File: config.mk
export PLATFORM = sky130hd
export DESIGN_NAME = edge_line_cache
export DESIGN_NICKNAME = d
export VERILOG_FILES = /design/src/rtl/edge_line_cache.sv
export SDC_FILE = /design/constraint.sdc
export NUM_CORES = 1
export LEC_CHECK = 0
export CAP_MARGIN = 20
export CORE_ASPECT_RATIO = 1.1
export CORE_MARGIN = 4
export CORE_UTILIZATION = 45
export CTS_BUF_LIST = sky130_fd_sc_hd__clkbuf_16
export CTS_CLUSTER_DIAMETER = 30
export CTS_CLUSTER_SIZE = 8
export DETAILED_ROUTE_END_ITERATION = 7
export HOLD_SLACK_MARGIN = 0.06
export PLACE_DENSITY_LB_ADDON = 0.1
export SLEW_MARGIN = 10
export SYNTH_ARGS = -nofsm -noshare
export SYNTH_HDL_FRONTEND = slang
export SYNTH_SLANG_ARGS = --single-unit
File: constraint.sdc
create_clock -name clock -period 8.9 [get_ports clock]
set_input_delay 1.335 -clock clock [delete_from_list [all_inputs] [get_ports clock]]
set_output_delay 1.335 -clock clock [all_outputs]
set_load 0.03 [all_outputs]
File: src/rtl/edge_line_cache.sv
// Direct-mapped, multi-line read cache for the Dijkstra edge-weight matrix; fills whole lines on a miss.
// Define EDGE_LINE_CACHE_STATS_EN to add saturating hit_count / miss_count outputs.
`ifndef DEFAULT_INDEX_WIDTH
`define DEFAULT_INDEX_WIDTH 8
`endif
`ifndef DEFAULT_VALUE_WIDTH
`define DEFAULT_VALUE_WIDTH 16
`endif
`ifndef DEFAULT_MADDR_WIDTH
`define DEFAULT_MADDR_WIDTH 32
`endif
`ifndef DEFAULT_MDATA_WIDTH
`define DEFAULT_MDATA_WIDTH 32
`endif

module edge_line_cache #(
    parameter int NUM_LINES   = 4,
    parameter int LINE_WORDS  = 8,
    parameter int INDEX_WIDTH = `DEFAULT_INDEX_WIDTH,
    parameter int VALUE_WIDTH = `DEFAULT_VALUE_WIDTH,
    parameter int MADDR_WIDTH = `DEFAULT_MADDR_WIDTH,
    parameter int MDATA_WIDTH = `DEFAULT_MDATA_WIDTH
) (
`ifdef EDGE_LINE_CACHE_STATS_EN
    output logic [31:0]             hit_count,
    output logic [31:0]             miss_count,
`endif
    input  logic                    clock,
    input  logic                    reset,
    input  logic [MADDR_WIDTH-1:0]  base_address,
    input  logic [INDEX_WIDTH-1:0]  number_of_nodes,
    input  logic                    flush,
    input  logic                    query_enable,
    input  logic [INDEX_WIDTH-1:0]  from_node,
    input  logic [INDEX_WIDTH-1:0]  to_node,
    output logic                    ready,
    output logic [VALUE_WIDTH-1:0]  edge_value,
    output logic [MADDR_WIDTH-1:0]  mem_addr,
    output logic                    mem_read_enable,
    input  logic [MDATA_WIDTH-1:0]  mem_read_data,
    input  logic                    mem_read_ready
);

    localparam int WW     = 2 * INDEX_WIDTH;
    localparam int OFF_W  = $clog2(LINE_WORDS);
    localparam int LINE_W = (NUM_LINES > 1) ? $clog2(NUM_LINES) : 1;
    localparam int TAG_W  = WW - OFF_W;
    localparam int FULL_W = MADDR_WIDTH + WW + 32;
    localparam int BYTES  = MDATA_WIDTH / 8;

    typedef enum logic [2:0] {
        S_IDLE     = 3'd0,
        S_LOOKUP   = 3'd1,
        S_FILL_REQ = 3'd2,
        S_FILL_GAP = 3'd3,
        S_RESPOND  = 3'd4
    } state_t;

    // Byte address of matrix word {tag,k}, computed wide and wrapped to the bus width.
    function automatic logic [MADDR_WIDTH-1:0] word_addr(
        input logic [MADDR_WIDTH-1:0] base,
        input logic [TAG_W-1:0]       tag,
        input logic [OFF_W-1:0]       k
    );
        logic [FULL_W-1:0] word_full;
        logic [FULL_W-1:0] byte_full;
        word_full = FULL_W'({tag, k});
        byte_full = FULL_W'(base) + word_full * FULL_W'(BYTES);
        return byte_full[MADDR_WIDTH-1:0];
    endfunction

    state_t                  r_state;
    logic [INDEX_WIDTH-1:0]  r_from;
    logic [INDEX_WIDTH-1:0]  r_to;
    logic [TAG_W-1:0]        r_tag;
    logic [LINE_W-1:0]       r_line;
    logic [OFF_W-1:0]        r_off;
    logic [OFF_W-1:0]        r_k;
    logic [NUM_LINES-1:0]    r_valid;
    logic [TAG_W-1:0]        r_tags [NUM_LINES];
    logic [VALUE_WIDTH-1:0]  r_data [NUM_LINES][LINE_WORDS];
    logic                    r_poison;
    logic                    r_filled;
    logic                    r_ready;
    logic [VALUE_WIDTH-1:0]  r_edge;
    logic                    r_mem_en;
    logic [MADDR_WIDTH-1:0]  r_mem_addr;

    logic [WW-1:0]           w_word;
    logic [TAG_W-1:0]        w_tag;
    logic [OFF_W-1:0]        w_off;
    logic [LINE_W-1:0]       w_line;
    logic                    w_oor;
    logic                    w_hit;
    logic                    w_take;

    assign w_word = {{INDEX_WIDTH{1'b0}}, r_from} * {{INDEX_WIDTH{1'b0}}, number_of_nodes}
                  + {{INDEX_WIDTH{1'b0}}, r_to};
    assign w_tag  = w_word[WW-1:OFF_W];
    assign w_off  = w_word[OFF_W-1:0];
    assign w_line = LINE_W'(w_tag % TAG_W'(NUM_LINES));
    assign w_oor  = (r_from >= number_of_nodes) || (r_to >= number_of_nodes);
    assign w_hit  = r_valid[w_line] && (r_tags[w_line] == w_tag);
    assign w_take = (r_state == S_FILL_REQ) && r_mem_en && mem_read_ready;

    generate
        if (MDATA_WIDTH > VALUE_WIDTH) begin : g_upper
            logic w_unused_data;
            assign w_unused_data = ^mem_read_data[MDATA_WIDTH-1:VALUE_WIDTH];
        end
    endgenerate

`ifdef EDGE_LINE_CACHE_STATS_EN
    logic [31:0] r_hit_count;
    logic [31:0] r_miss_count;
    assign hit_count  = r_hit_count;
    assign miss_count = r_miss_count;
`endif

    // Line storage: captures each fill word on its memory handshake.
    always_ff @(posedge clock) begin
        if (!reset && w_take) begin
            r_data[r_line][r_k] <= mem_read_data[VALUE_WIDTH-1:0];
        end
    end

    // Control FSM, valid/tag bookkeeping and all registered outputs.
    always_ff @(posedge clock) begin
        if (reset) begin
            r_state    <= S_IDLE;
            r_from     <= '0;
            r_to       <= '0;
            r_tag      <= '0;
            r_line     <= '0;
            r_off      <= '0;
            r_k        <= '0;
            r_valid    <= '0;
            r_poison   <= 1'b0;
            r_filled   <= 1'b0;
            r_ready    <= 1'b0;
            r_edge     <= '0;
            r_mem_en   <= 1'b0;
            r_mem_addr <= '0;
`ifdef EDGE_LINE_CACHE_STATS_EN
            r_hit_count  <= 32'd0;
            r_miss_count <= 32'd0;
`endif
        end else begin
            r_ready <= 1'b0;
            // Flush clears everything first; state-specific writes below refine it.
            if (flush) begin
                r_valid <= '0;
            end
            case (r_state)
                S_IDLE: begin
                    if (query_enable) begin
                        r_from  <= from_node;
                        r_to    <= to_node;
                        r_state <= S_LOOKUP;
                    end
                end
                S_LOOKUP: begin
                    r_tag  <= w_tag;
                    r_line <= w_line;
                    r_off  <= w_off;
                    if (w_oor) begin
                        r_edge   <= '1;
                        r_ready  <= 1'b1;
                        r_filled <= 1'b0;
                        r_state  <= S_RESPOND;
                    end else if (w_hit) begin
                        r_edge   <= r_data[w_line][w_off];
                        r_ready  <= 1'b1;
                        r_filled <= 1'b0;
                        r_state  <= S_RESPOND;
`ifdef EDGE_LINE_CACHE_STATS_EN
                        if (r_hit_count != 32'hFFFF_FFFF) begin
                            r_hit_count <= r_hit_count + 32'd1;
                        end
`endif
                    end else begin
                        r_valid[w_line] <= 1'b0;
                        r_k        <= '0;
                        r_poison   <= 1'b0;
                        r_filled   <= 1'b1;
                        r_mem_en   <= 1'b1;
                        r_mem_addr <= word_addr(base_address, w_tag, '0);
                        r_state    <= S_FILL_REQ;
`ifdef EDGE_LINE_CACHE_STATS_EN
                        if (r_miss_count != 32'hFFFF_FFFF) begin
                            r_miss_count <= r_miss_count + 32'd1;
                        end
`endif
                    end
                end
                S_FILL_REQ: begin
                    if (flush) begin
                        r_poison <= 1'b1;
                    end
                    if (mem_read_ready) begin
                        r_mem_en <= 1'b0;
                        r_state  <= S_FILL_GAP;
                    end
                end
                S_FILL_GAP: begin
                    if (flush) begin
                        r_poison <= 1'b1;
                    end
                    if (r_k == OFF_W'(LINE_WORDS - 1)) begin
                        r_edge  <= r_data[r_line][r_off];
                        r_ready <= 1'b1;
                        r_state <= S_RESPOND;
                    end else begin
                        r_k        <= r_k + OFF_W'(1'b1);
                        r_mem_en   <= 1'b1;
                        r_mem_addr <= word_addr(base_address, r_tag, r_k + OFF_W'(1'b1));
                        r_state    <= S_FILL_REQ;
                    end
                end
                S_RESPOND: begin
                    // A flush arriving any time during the fill keeps the line invalid.
                    if (r_filled && !r_poison && !flush) begin
                        r_valid[r_line] <= 1'b1;
                        r_tags[r_line]  <= r_tag;
                    end
                    r_filled <= 1'b0;
                    r_state  <= S_IDLE;
                end
                default: begin
                    r_mem_en <= 1'b0;
                    r_state  <= S_IDLE;
                end
            endcase
        end
    end

    assign ready           = r_ready;
    assign edge_value      = r_edge;
    assign mem_addr        = r_mem_addr;
    assign mem_read_enable = r_mem_en;

endmodule

==> impl_results.md <==
* Hold crit path type: reg -> reg
* Pwr Density at 262 nW/um^2
* Critical Path AT at between 8000 and 9000 ps
* Post-DP HPWL at 56,100 um
* Die area at 80,000 um^2
* Prevailing post-synth register cell: edfxtp_1
* Worst Setup Slack post-DPL at about 640 ps
* Number of synthesized register bits at 660
* PostCTS Resize Cnt at 0
* Post-synthesis cell area at between 30,000 and 40,000 um^2
* Routed WL at 97,100 um
* Met2 Usage GRT at 0.429
* GP Congestion at ~0.83
* Chip Width at between 200 and 300 um
* Sequential area share after synthesis at 0.555
* Drt drc at 0
* Initial antenna violation count at 4
* Slew HR at 0.250
* Fillers at 5,857
* Post-synthesis instance total at between 2,000 and 2,500
* Layout cell share with drive strength beyond 1 at 0.283
* Leak pwr at about 0.014 uW
* Worst slew pin tran at 1120 ps
* Peak supply drop at around 0.22 mV
* Tcrit/Tclk final at 0.846
* Largest net degree at the start of global routing at 129
* Asr flop ratio synth at 0
* Final core occ at 0.551
* Pins Over Slew Limit at 0
* Status: completed
* Post-CTS setup buffers at 0
* Clk_skew at 23.1 ps
* Maximum clock frequency at 0.133 GHz
* DRT Pass-1 Iters at 7
* Yosys top cell area share at 0.498
* Grt met1 use at 0.306
* Port Buffers at 126
* CTS Hold Bufs at 0
* RSZ-0062 raised after global routing: false
* Post-synth EDFFs at around 560
* P_sw at roughly 3000 uW
* Top-count cell post-synth: edfxtp_1
* Area Overhead vs Synth at 21.3%
* Via count at about 21,000
* Num CTS Buffers at between 100 and 150
* Detail Route Antenna Nets at 0
* Synth unique cells at 75
* Worst-path clk slew at about 40 ps
* Core area at around 75,000 um^2
* CTS tree: done
* Critical Path End Type: register
* Post-Syn Nets at ~2,300
* Final hold violations at 0
* GR Layer Usage met3 at 0.0463
* Most Used Layer, Global Route: met2
* Cell taking the most area after synthesis: edfxtp_1
* Worst setup margin at around 1400 ps
* Combinational share of power at 0.203
* Synth warnings at 0
* CTS HTree Levels at 4
* Vias in the first global route at approximately 22,000
* R2r worst-path depth at 18
* CP max FO at 28
* WL/cell at 28.9 um
* Most frequent cells after synthesis: edfxtp_1 (564), mux4_2 (332), nand2_1 (115)
* Sink Count at 660
* Setup_tns at 0 ps
* Max-Cap Viols at 0
* I/O pins at 143
* # setup viols final at 0
* Fin nets at around 2,500
* Fin crit period at 7530 ps
* Root cell of the clock tree: clkbuf_16
* Sw frac at 0.274
* Max Buffers Root-to-Sink at 3
* Critical Setup Path Class: in -> reg
* Row cnt at ~110
* Global-route wire length before repair at approximately 140,000 um
* Initial Utilization at 0.455
* Vias per std cell at 6.16
* Startpoint Class: primary input
* Remaining global-route overflow at 0
* Iter 0 DRT Violations at 2,006
* Clock power share at 0.475
* P_int at slightly below 8000 uW
* Skew-Pair Late Insertion Delay at between 700 and 800 ps
* Sequential power share at 0.322
* Worst Path Required at between 9000 and 10,000 ps
* GRT Resource Usage Total at 0.244
* Hold-critical path depth at 2
* Die height at just under 300 um
* Avg Cell Area, Syn at 16.1 um^2
* Synth area leaders: edfxtp_1 (50%), mux4_2 (22%), dfxtp_1 (5.7%)
[cell families (layout without fill, tap and decap cells)]
| kind of cell | Yosys count | in the layout | share of synthesized area |
|---|---|---|---|
| simple gates | 385 | 385 | 0.0578 |
| mux | 349 | 349 | 0.225 |
| flops | 660 | 660 | 0.555 |
| fa+ha+maj | 139 | 139 | 0.0613 |
| xor+xnor | 54 | 54 | 0.0161 |
| other cells | 0 | 1 | 0 |
| compound gates | 298 | 298 | 0.0586 |
| buf+inv | 225 | 510 | 0.0264 |
[cell usage in the layout (no fill, tap or decap), types with 7 or more instances in the layout]
cell type,instances
a211oi_1,34
a21o_1,16
a21oi_1,100
a31oi_1,23
and2_1,37
buf_4,22
bufinv_16,13
clkbuf_16,148
clkdlybuf4s50_1,125
clkinv_1,24
clkinv_2,25
clkinvlp_4,11
dfxtp_1,92
edfxtp_1,564
fa_1,45
ha_1,89
inv_1,119
mux2i_1,17
mux4_2,332
nand2_1,115
nand2b_1,12
nand3_1,24
nand4_1,7
nor2_1,46
nor2_4,32
nor2b_1,26
nor3_1,22
o21ai_0,45
o21ai_1,8
o31ai_2,16
or3b_2,17
xnor2_1,22
xor2_1,27
[power groups by stage]
stage / Combinational [uW] / Sequential [uW] / Clock, uW
global placement: 2210 / 3530 / 0
CTS: 2230 / 3480 / 5200
detailed placement: 2220 / 3530 / 0
floorplan: 1530 / 3540 / 0
global route: 2370 / 3480 / 5360
finish: 2200 / 3480 / 5130
[path summary, 6_finish.rpt]
kind | start | to | slack, ps
worst max-delay path | number_of_nodes[0] | mem_addr[2] | 1370
worst min-delay path | mem_addr[14] | mem_addr[14] | 460
worst max register to register | r_from[3] | mem_addr[2] | 2140
worst min register to register | mem_addr[14] | mem_addr[14] | 460
[critical path, cell delays in order]
cell	delay, ps
clkdlybuf4s50_1	750
nand2_1	140
fa_1	520
inv_1	40
ha_1	270
ha_1	270
inv_1	40
fa_1	470
inv_1	60
ha_4	160
fa_4	1020
mux4_2	380
xnor2_1	200
a2111oi_0	500
nand4_1	160
or4_4	490
o31ai_2	460
nand2_2	480
a311oi_1	350
[layer usage]
metal	wire [um]	part of all wire
met1	38400	0.39
met2	49800	0.51
met3	6000	0.062
met4	2920	0.030
met5	0	0
[metrics by stage]
step                std cells  hold WS (ps)  total power, uW  instance area, um^2
finish                   3359           457            10800                41200
global route             3358           469            11200                41200
CTS                      3357           456            10900                41200
detailed placement       3092           450             5750                36400
global placement         3092           444             5740                36400
floorplan                2110           452             5080                34000
[final cells by class]
cell class | instances | area, um^2 | area share
flip-flops and latches | 660 | 18900 | 0.458
inverters | 94 | 353 | 0.00856
diodes | 1 | 2.50 | 0.0000607
clock inverters | 117 | 1070 | 0.0260
well taps | 963 | 1200 | 0.0292
repair buffers | 151 | 1500 | 0.0363
clock buffers | 148 | 3700 | 0.0898
multi-input cells | 1225 | 14500 | 0.352
[sequential cells by signal (all words and copies together) (netlist names), named ones only]
name and flops:
r_data 512, r_tags 52, mem_addr 32, edge_value 16, r_tag 13, r_from 8, r_to 8, r_valid 4
r_k 3, r_off 3, r_state 3, mem_read_enable 1, r_filled 1, r_poison 1, ready 1
(Power assumes the default switching activity.)
